===== src/rtl/adc_sample_conditioner.sv =====
// Averages frequency/amplitude ADC conversions over 2**AVG_LOG2 samples per channel and
// publishes the averages only when either one moves by more than HYST.
module adc_sample_conditioner #(
   parameter int ADC_BITS = 8,
   parameter int AVG_LOG2 = 2,
   parameter int HYST     = 1
) (
   input  logic                clk,
   input  logic                rst,
   input  logic [ADC_BITS-1:0] freq_sample,
   input  logic                freq_sample_valid,
   input  logic [ADC_BITS-1:0] amp_sample,
   input  logic                amp_sample_valid,
   input  logic                done_ack,
   output logic [ADC_BITS-1:0] sig_frequency,
   output logic [ADC_BITS-1:0] sig_amplitude,
   output logic                frequency_adc_done,
   output logic                amplitude_adc_done,
   output logic                overrun
);

   localparam int ACC_W = ADC_BITS + AVG_LOG2;
   localparam int CNT_W = AVG_LOG2 + 1;
   localparam logic [CNT_W-1:0]  FULL_CNT = CNT_W'(1 << AVG_LOG2);
   localparam logic [ADC_BITS:0] HYST_V   = (ADC_BITS + 1)'(HYST);

   typedef enum logic [1:0] {ACCUM, COMPARE, HOLD} state_t;

   state_t              state;
   state_t              next_state;
   logic [ACC_W-1:0]    freq_acc;
   logic [ACC_W-1:0]    amp_acc;
   logic [CNT_W-1:0]    freq_cnt;
   logic [CNT_W-1:0]    amp_cnt;
   logic                done;
   logic                first_pub;
   logic                publish;
   logic                clear_win;
   logic                freq_full;
   logic                amp_full;
   logic                freq_take;
   logic                amp_take;
   logic                freq_drop;
   logic                amp_drop;
   logic [ADC_BITS-1:0] avg_freq;
   logic [ADC_BITS-1:0] avg_amp;

   function automatic logic [ADC_BITS:0] abs_diff(input logic [ADC_BITS-1:0] a,
                                                  input logic [ADC_BITS-1:0] b);
      logic signed [ADC_BITS:0] d;
      d = $signed({1'b0, a}) - $signed({1'b0, b});
      if (d < 0) return $unsigned(-d);
      else        return $unsigned(d);
   endfunction

   assign freq_full = (freq_cnt == FULL_CNT);
   assign amp_full  = (amp_cnt == FULL_CNT);
   assign freq_take = (state == ACCUM) && freq_sample_valid && !freq_full;
   assign amp_take  = (state == ACCUM) && amp_sample_valid && !amp_full;
   assign freq_drop = freq_sample_valid && !freq_take;
   assign amp_drop  = amp_sample_valid && !amp_take;
   assign avg_freq  = freq_acc[ACC_W-1:AVG_LOG2];
   assign avg_amp   = amp_acc[ACC_W-1:AVG_LOG2];

   assign frequency_adc_done = done;
   assign amplitude_adc_done = done;

   always_ff @(posedge clk) begin
      if (rst) state <= ACCUM;
      else     state <= next_state;
   end

   always_comb begin
      next_state = state;
      publish    = 1'b0;
      clear_win  = 1'b0;
      case (state)
         ACCUM: begin
            if (freq_full && amp_full) next_state = COMPARE;
         end
         COMPARE: begin
            if (first_pub ||
                (abs_diff(avg_freq, sig_frequency) > HYST_V) ||
                (abs_diff(avg_amp, sig_amplitude) > HYST_V)) begin
               publish    = 1'b1;
               next_state = HOLD;
            end else begin
               clear_win  = 1'b1;
               next_state = ACCUM;
            end
         end
         HOLD: begin
            if (done_ack) begin
               clear_win  = 1'b1;
               next_state = ACCUM;
            end
         end
         default: next_state = ACCUM;
      endcase
   end

   // Window accumulation, publication and the sticky drop flag.
   always_ff @(posedge clk) begin
      if (rst) begin
         freq_acc      <= '0;
         amp_acc       <= '0;
         freq_cnt      <= '0;
         amp_cnt       <= '0;
         sig_frequency <= '0;
         sig_amplitude <= '0;
         done          <= 1'b0;
         first_pub     <= 1'b1;
         overrun       <= 1'b0;
      end else begin
         if (clear_win) begin
            freq_acc <= '0;
            amp_acc  <= '0;
            freq_cnt <= '0;
            amp_cnt  <= '0;
         end else begin
            if (freq_take) begin
               freq_acc <= freq_acc + ACC_W'(freq_sample);
               freq_cnt <= freq_cnt + CNT_W'(1);
            end
            if (amp_take) begin
               amp_acc <= amp_acc + ACC_W'(amp_sample);
               amp_cnt <= amp_cnt + CNT_W'(1);
            end
         end
         if (publish) begin
            sig_frequency <= avg_freq;
            sig_amplitude <= avg_amp;
            done          <= 1'b1;
            first_pub     <= 1'b0;
         end else if ((state == HOLD) && done_ack) begin
            done <= 1'b0;
         end
         if (freq_drop || amp_drop) overrun <= 1'b1;
      end
   end

endmodule


===== config.mk =====
export PLATFORM = sky130hd
export DESIGN_NAME = adc_sample_conditioner
export DESIGN_NICKNAME = d
export VERILOG_FILES = /design/src/rtl/adc_sample_conditioner.sv
export SDC_FILE = /design/constraint.sdc
export NUM_CORES = 1
export LEC_CHECK = 0
export ABC_CLOCK_PERIOD_IN_PS = 4300
export BUFFER_PORTS_ARGS = -buffer_cell sky130_fd_sc_hd__buf_2
export CORE_ASPECT_RATIO = 0.75
export CORE_UTILIZATION = 43
export DETAILED_ROUTE_END_ITERATION = 7
export PLACE_DENSITY = 0.65
export SLEW_MARGIN = 10
export SYNTH_ARGS = -nofsm -noshare
export SYNTH_HDL_FRONTEND = slang
export SYNTH_SLANG_ARGS = --single-unit

===== constraint.sdc =====
create_clock -name clk -period 4.3 [get_ports clk]
set_input_delay 0.43 -clock clk [delete_from_list [all_inputs] [get_ports clk]]
set_output_delay 0.43 -clock clk [all_outputs]
set_load 0.02 [all_outputs]

==> impl_metrics.yaml, run 1 <==
detailed_routing:
  highest-signal-layer: "met4"
  wl_met2_um: 3810
  drt_iter0_markers: 205
  drt_wl_total_um: 8960
  wl_met1_um: 4710
  met3_length_um: 373
  drt_pre_antenna_iters: 4
  number_of_vias_per_cell_after_detailed_routing: 5.55
  route.antenna.remaining_nets: 0
  drcViolationCount: 0
  route.vias.total: 3541
  routed_wire_length_per_instance_um: 14.0
sta:
  final_critical_path_setup_slack_ps: 524
  clock-skew-final_ps: 7.67
  fin_crit_ps: 3780
  tightestPinTransition_ps: 1210
  final.hold.worst_slack_ps: 433
  final_min_period_over_clock_period: 0.878
  setup_viol: 0
  relSlewSlack: 0.193
  setup_tns_ps: 0
  report.final.slew_viol_count: 0
  final_hold_viol_count: 0
  maxClockFrequency_mhz: 265
  grt_setup_unrepaired: "no"
yosys:
  count_of_state_elements_after_synthesis: 47
  synth_async_sr_flop_share: 0
  dominantRegCellSynth: "sky130_fd_sc_hd__dfxtp_1"
  number_of_synthesized_flops_with_an_enable_pin: 0
  synth_sequential_area_ratio: 0.239
  synth_cell_types: 63
  syn_avg_cell_area_um2: 7.74
  mappedNetlistArea_um2: 3930
  syn_inst: 508
  ys_warn_count: 0
  mappedNetlistNets: 574
critical_path:
  worstPathBufferInverterCount: 4
  critical_path.top_delay_family: "simple AND/OR/NAND/NOR gates"
  crit_top_cell: "sky130_fd_sc_hd__inv_1"
  critical_path_required_ps: 4520
  crit_path_max_fanout: 20
  worst-r2r-cell-count: 16
  worstReg2RegStart: "amp_acc[2]$_SDFFE_PP0P_"
  worst_path_max_delay_cell: "sky130_fd_sc_hd__or4b_1"
  critPathLaunch: "amp_acc[2]$_SDFFE_PP0P_"
  timing.critical_path.to: "sig_amplitude[5]$_SDFFE_PP0P_"
  reg2reg_setup_slack_ps: 520
  path_class: "register to register"
  max_incr_delay_on_cp_ps: 480
  worst_ep_arrival_time_ps: 3990
  critical_path.startpoint_type: "register"
  worstSetupEndpointType: "register"
  critical_path.cell_chain: "inv_1, ha_1, inv_1, fa_1, inv_1, ha_1, nand4b_1, nor4_1, nor3_1, nor4_1, or4b_1, o221a_2, nand4_4, buf_4, nand3_1, a21oi_1"
  critical_path.reg2reg.endpoint: "sig_amplitude[5]$_SDFFE_PP0P_"
  cp.depth: 16
place:
  gpl.final_weighted_congestion: 0.854
  detailedPlace.worstSlack_ps: 558
  place.port_buffers: 39
  dpl_cell_area_um2: 4150
  dp_hpwl_um: 6770
layout:
  area_growth_syn_to_layout_pct: 9.06
  postLayoutCellArea_um2: 4290
  mostFrequentLayoutCells: "61 x sky130_fd_sc_hd__a21oi_1, 48 x sky130_fd_sc_hd__inv_1, 47 x sky130_fd_sc_hd__dfxtp_1"
  final_net_count: 595
  drive_gt1_frac: 0.123
  layout.cells.most_common: "sky130_fd_sc_hd__a21oi_1"
  antenna_cells_inserted: 0
die:
  dieWidth_um: 112
  floorplan.die_area_um2: 9540
  core_area_um2: 8670
  initial_core_util: 0.454
  rows: 29
  vertical_extent_of_the_die_um: 84.8
  design.portCount: 40
global_route:
  first_global_vias: 3238
  antenna_found_initial: 0
  grt_max_degree: 36
  grt_remaining_overflow: 0
  wire_length_of_the_first_global_routing_pass_um: 15200
  grtUsageTotal: 0.194
power:
  pwr-share-clk: 0.150
  power.switching_mw: 1.13
  pwr-share-comb: 0.613
  power_mw: 2.51
  seqPwrFrac: 0.237
  total_leakage_power_nw: 1.83
  max-vdd-ir-drop_mv: 0.224
  power_per_cell_area_nw_per_um2: 584
  power_report.internal_total_mw: 1.37
  switching_share: 0.452
clock_network:
  clk_root_buffer_cell: "sky130_fd_sc_hd__clkbuf_16"
  postCtsSetupRepairBufs: 0
  clock_path_buffers: 2
  cts.reportedPaths.clkPinSlew_ps: 70
  htreeDepth: 2
  cts_inserted_buffers: 5
  clock_latency_ps: 290
  number_of_hold_repair_buffers_added_at_the_cts_stage: 0
  post_cts.resized_instances: 0
  clock-sinks: 47
  tritoncts: "done"
status:
  outcome: "complete, no violations"
worst_hold_path:
  worst_hold_path_type: "input port to register"
  hold_path_depth: 3
job:
  drv.max_cap_violation_count: 0
[layout make-up]
cell class | count | area (µm²)
clock buffers | 7 | 133
fillers | 850 | 4380
multi-input cells | 385 | 2680
clock inverters | 1 | 5.00
well taps | 108 | 135
flip-flops and latches | 47 | 941
inverters | 48 | 180
repair buffers | 42 | 218
[cell families (layout without fill, tap and decap cells)]
| family | after synthesis | in the layout | synth area share |
|---|---|---|---|
| fa+ha+maj | 45 | 45 | 0.151 |
| simple gates | 158 | 158 | 0.205 |
| flops | 47 | 47 | 0.239 |
| buf+inv | 76 | 98 | 0.0798 |
| compound gates | 146 | 146 | 0.242 |
| xor+xnor | 26 | 26 | 0.0579 |
| mux | 10 | 10 | 0.0254 |
[flip-flops by register name, summed over array words and instances, names as in the netlist]
| register | flops |
|---|---|
| amp_acc | 10 |
| freq_acc | 10 |
| sig_amplitude | 8 |
| sig_frequency | 8 |
| amp_cnt | 3 |
| freq_cnt | 3 |
| state | 2 |
| amplitude_adc_done | 1 |
| first_pub | 1 |
| overrun | 1 |
[synthesized netlist by cell type, types with 2 or more instances]
master | count | share of area
sky130_fd_sc_hd__a21bo_2 | 3 | 0.0076
sky130_fd_sc_hd__a21boi_0 | 4 | 0.0076
sky130_fd_sc_hd__a21o_1 | 24 | 0.046
sky130_fd_sc_hd__a21oi_1 | 61 | 0.078
sky130_fd_sc_hd__a311oi_1 | 2 | 0.0045
sky130_fd_sc_hd__a31oi_1 | 3 | 0.0048
sky130_fd_sc_hd__and2_1 | 2 | 0.0032
sky130_fd_sc_hd__and3_1 | 4 | 0.0064
sky130_fd_sc_hd__buf_1 | 2 | 0.0019
sky130_fd_sc_hd__buf_2 | 8 | 0.010
sky130_fd_sc_hd__buf_6 | 2 | 0.0057
sky130_fd_sc_hd__clkbuf_1 | 15 | 0.014
sky130_fd_sc_hd__dfxtp_1 | 47 | 0.24
sky130_fd_sc_hd__fa_1 | 4 | 0.020
sky130_fd_sc_hd__ha_1 | 41 | 0.13
sky130_fd_sc_hd__inv_1 | 48 | 0.046
sky130_fd_sc_hd__mux2i_1 | 10 | 0.025
sky130_fd_sc_hd__nand2_1 | 32 | 0.031
sky130_fd_sc_hd__nand2b_1 | 4 | 0.0064
sky130_fd_sc_hd__nand3_1 | 22 | 0.028
sky130_fd_sc_hd__nand3b_1 | 2 | 0.0038
sky130_fd_sc_hd__nand4_1 | 3 | 0.0048
sky130_fd_sc_hd__nand4b_1 | 3 | 0.0067
sky130_fd_sc_hd__nor2_1 | 33 | 0.031
sky130_fd_sc_hd__nor2b_1 | 7 | 0.011
sky130_fd_sc_hd__nor3_1 | 29 | 0.037
sky130_fd_sc_hd__nor4_1 | 3 | 0.0048
sky130_fd_sc_hd__nor4b_1 | 2 | 0.0045
sky130_fd_sc_hd__o2111ai_1 | 3 | 0.0067
sky130_fd_sc_hd__o21a_1 | 3 | 0.0057
sky130_fd_sc_hd__o21ai_0 | 21 | 0.027
sky130_fd_sc_hd__o21ai_2 | 2 | 0.0045
sky130_fd_sc_hd__or2_2 | 4 | 0.0064
sky130_fd_sc_hd__or4_1 | 2 | 0.0038
sky130_fd_sc_hd__xnor2_1 | 16 | 0.036
sky130_fd_sc_hd__xor2_1 | 10 | 0.022
[routing by layer]
| metal | up-vias | global-route usage |
|---|---|---|
| li1 | 1835 | - |
| met1 | 1629 | 0.283 |
| met2 | 70 | 0.301 |
| met3 | 7 | 0.0336 |
| met4 | 0 | 0.0352 |
| met5 | - | 0 |
[tightest hold or removal path: stages]
cell and delay (ps):
sky130_fd_sc_hd__buf_2 100, sky130_fd_sc_hd__a221oi_1 70, sky130_fd_sc_hd__nor2_1 80
[how the worst min path moves through the flow]
stage	start	endpoint	slack [ps]
after detailed placement	first_pub$_SDFFE_PP1P_	first_pub$_SDFFE_PP1P_	470
after floorplan	first_pub$_SDFFE_PP1P_	first_pub$_SDFFE_PP1P_	440
after global placement	first_pub$_SDFFE_PP1P_	first_pub$_SDFFE_PP1P_	470
after global routing	freq_sample_valid	overrun$_SDFFE_PP0P_	490
after CTS	freq_sample_valid	overrun$_SDFFE_PP0P_	430
final	freq_sample_valid	overrun$_SDFFE_PP0P_	430
[stage by stage]
| stage | cells | utilization |
|---|---|---|
| global placement | 630 | 0.479 |
| finish | 638 | 0.495 |
| global route | 638 | 0.495 |
| CTS | 638 | 0.495 |
| floorplan | 508 | - |
| detailed placement | 630 | 0.479 |
[power by group through the flow]
stage / clock network (mW) / logic [mW] / registers, mW
final: 0.377 / 1.54 / 0.593
after floorplan: 0 / 1.24 / 0.589
after global routing: 0.407 / 1.72 / 0.604
after global placement: 0 / 1.48 / 0.601
after detailed placement: 0 / 1.51 / 0.602
after CTS: 0.388 / 1.52 / 0.593
Power figures use the tool's default switching activity.
==> run 2: changes to the inputs <==
--- a/config.mk
+++ b/config.mk
@@ -7,10 +7,12 @@
 export LEC_CHECK = 0
 export ABC_CLOCK_PERIOD_IN_PS = 4300
 export BUFFER_PORTS_ARGS = -buffer_cell sky130_fd_sc_hd__buf_2
+export CELL_PAD_IN_SITES_DETAIL_PLACEMENT = 0
+export CELL_PAD_IN_SITES_GLOBAL_PLACEMENT = 1
 export CORE_ASPECT_RATIO = 0.75
 export CORE_UTILIZATION = 43
 export DETAILED_ROUTE_END_ITERATION = 7
-export PLACE_DENSITY = 0.65
+export PLACE_DENSITY = 0.83
 export SLEW_MARGIN = 10
 export SYNTH_ARGS = -nofsm -noshare
 export SYNTH_HDL_FRONTEND = slang
==> run 2 against run 1 <==
Power increased by 0.72%. Fmax down 1.5%. Combinational power about the same. Final area grew 0.79%. Sequential share of layout area shrank 0.17 points. Non-clock buffer count grew 2. Critical endpoint is now sig_frequency[0]$_SDFFE_PP0P_. Highest routed layer unchanged.
==> impl_metrics.yaml, run 2 (synthesized netlist as in run 1, its figures left out) <==
layout:
  area_growth_syn_to_layout_pct: 9.92
  antenna_cells_inserted: 0
  largest_registers: "amp_acc: 10 flops, freq_acc: 10 flops"
  layout.cells.most_common: "sky130_fd_sc_hd__a21oi_1"
  final_net_count: 597
  mostFrequentLayoutCells: "61 x sky130_fd_sc_hd__a21oi_1, 48 x sky130_fd_sc_hd__inv_1, 47 x sky130_fd_sc_hd__dfxtp_1"
  drive_gt1_frac: 0.128
sta:
  final_hold_viol_count: 0
  relSlewSlack: 0.644
  tightestPinTransition_ps: 529
  setup_tns_ps: 0
  setup_viol: 0
  clock-skew-final_ps: 2.82
  fin_crit_ps: 3830
  final_min_period_over_clock_period: 0.891
  grt_setup_unrepaired: "no"
  report.final.slew_viol_count: 0
  maxClockFrequency_mhz: 261
place:
  gpl.final_weighted_congestion: 0.828
  place.port_buffers: 39
  dp_hpwl_um: 6650
critical_path:
  crit_path_max_fanout: 21
  worst_ep_arrival_time_ps: 3980
  worst-r2r-cell-count: 16
  worstReg2RegStart: "amp_acc[2]$_SDFFE_PP0P_"
  critical_path_required_ps: 4450
  worstSetupEndpointType: "register"
  critical_path.reg2reg.endpoint: "sig_frequency[0]$_SDFFE_PP0P_"
  path_class: "register to register"
  critical_path.startpoint_type: "register"
  reg2reg_setup_slack_ps: 470
detailed_routing:
  drcViolationCount: 0
  route.vias.total: 3537
  routed_wire_length_per_instance_um: 13.6
  drt_pre_antenna_iters: 5
  number_of_vias_per_cell_after_detailed_routing: 5.53
  drt_iter0_markers: 246
  drt_wl_total_um: 8730
  route.antenna.remaining_nets: 0
global_route:
  grtUsageTotal: 0.189
  antenna_found_initial: 0
  first_global_vias: 3171
  grt_remaining_overflow: 0
  wire_length_of_the_first_global_routing_pass_um: 14800
  grt_max_degree: 36
clock_network:
  clk_root_buffer_cell: "sky130_fd_sc_hd__clkbuf_16"
  number_of_hold_repair_buffers_added_at_the_cts_stage: 0
  tritoncts: "done"
  post_cts.resized_instances: 0
  clock_path_buffers: 2
  htreeDepth: 2
  cts_inserted_buffers: 5
  postCtsSetupRepairBufs: 0
  clock-sinks: 47
  cts.reportedPaths.clkPinSlew_ps: 60
  clock_latency_ps: 280
die:
  design.portCount: 40
  vertical_extent_of_the_die_um: 84.8
  rows: 29
  dieWidth_um: 112
  core_area_um2: 8670
  floorplan.die_area_um2: 9540
  initial_core_util: 0.454
power:
  max-vdd-ir-drop_mv: 0.225
  power_mw: 2.53
  power_per_cell_area_nw_per_um2: 584
  total_leakage_power_nw: 1.85
worst_hold_path:
  hold_path_depth: 3
  min-delay-start: "amp_sample_valid"
  worst_hold_path_type: "input port to register"
  hold-path-endpoint: "overrun$_SDFFE_PP0P_"
status:
  outcome: "complete, no violations"
job:
  drv.max_cap_violation_count: 0
-- run 2: cell type report --
class | count | area, µm²
Tap cell | 108 | 135
Clock buffer | 8 | 156
Timing Repair Buffer | 44 | 233
Sequential cell | 47 | 941
Fill cell | 833 | 4350
Inverter | 48 | 180
Multi-Input combinational cell | 385 | 2680
-- run 2: metal layers --
layer,part of all wire,track usage
met1,0.55,0.280
met2,0.41,0.290
met3,0.038,0.0279
met4,0.0063,0.0376
met5,0,0
-- run 2: where the power goes --
| group | switching (mW) | leakage (nW) | internal [mW] | total [mW] |
|---|---|---|---|---|
| Clock | 0.166 | 0.0772 | 0.248 | 0.414 |
| Sequential | 0.0814 | 0.384 | 0.511 | 0.593 |
| Combinational | 0.871 | 1.39 | 0.648 | 1.52 |
-- run 2: how the worst max path moves through the flow --
stage                                          to                          start  cells past startpoint
detailed placement  sig_frequency[0]$_SDFFE_PP0P_       freq_acc[2]$_SDFFE_PP0P_                     14
global route        sig_frequency[0]$_SDFFE_PP0P_        amp_acc[2]$_SDFFE_PP0P_                     16
floorplan                 amp_acc[0]$_SDFFE_PP0P_  sig_frequency[0]$_SDFFE_PP0P_                     13
CTS                 sig_frequency[0]$_SDFFE_PP0P_       freq_acc[2]$_SDFFE_PP0P_                     14
global placement    sig_frequency[0]$_SDFFE_PP0P_        amp_acc[2]$_SDFFE_PP0P_                     16
finish              sig_frequency[0]$_SDFFE_PP0P_        amp_acc[2]$_SDFFE_PP0P_                     16
-- run 2: metrics by stage --
stage / utilization / instances / instance area (µm²) / hold WS (ps) / worst slack (ps)
6_report: 0.499 / 640 / 4320 / 429 / 468
4_1_cts: 0.499 / 640 / 4320 / 425 / 475
2_1_floorplan: - / 508 / 3930 / 441 / 956
3_3_place_gp: 0.481 / 632 / 4170 / 474 / 632
3_5_place_dp: 0.481 / 632 / 4170 / 464 / 491
5_1_grt: 0.499 / 640 / 4320 / 457 / 21.5
-- run 2: worst max-delay path, cell delays in order, from the launching register on --
cell                       delay, ps
sky130_fd_sc_hd__dfxtp_1         410
sky130_fd_sc_hd__inv_1            70
sky130_fd_sc_hd__ha_1            200
sky130_fd_sc_hd__inv_1            70
sky130_fd_sc_hd__fa_1            440
sky130_fd_sc_hd__inv_1            70
sky130_fd_sc_hd__ha_1            210
sky130_fd_sc_hd__nand4b_1        110
sky130_fd_sc_hd__nor4_1          200
sky130_fd_sc_hd__nor3_1          120
sky130_fd_sc_hd__nor4_1          420
sky130_fd_sc_hd__or4b_1          480
sky130_fd_sc_hd__o221a_2         150
sky130_fd_sc_hd__nand4_4         260
sky130_fd_sc_hd__buf_4           270
sky130_fd_sc_hd__a21bo_2         150
sky130_fd_sc_hd__a21oi_1          60
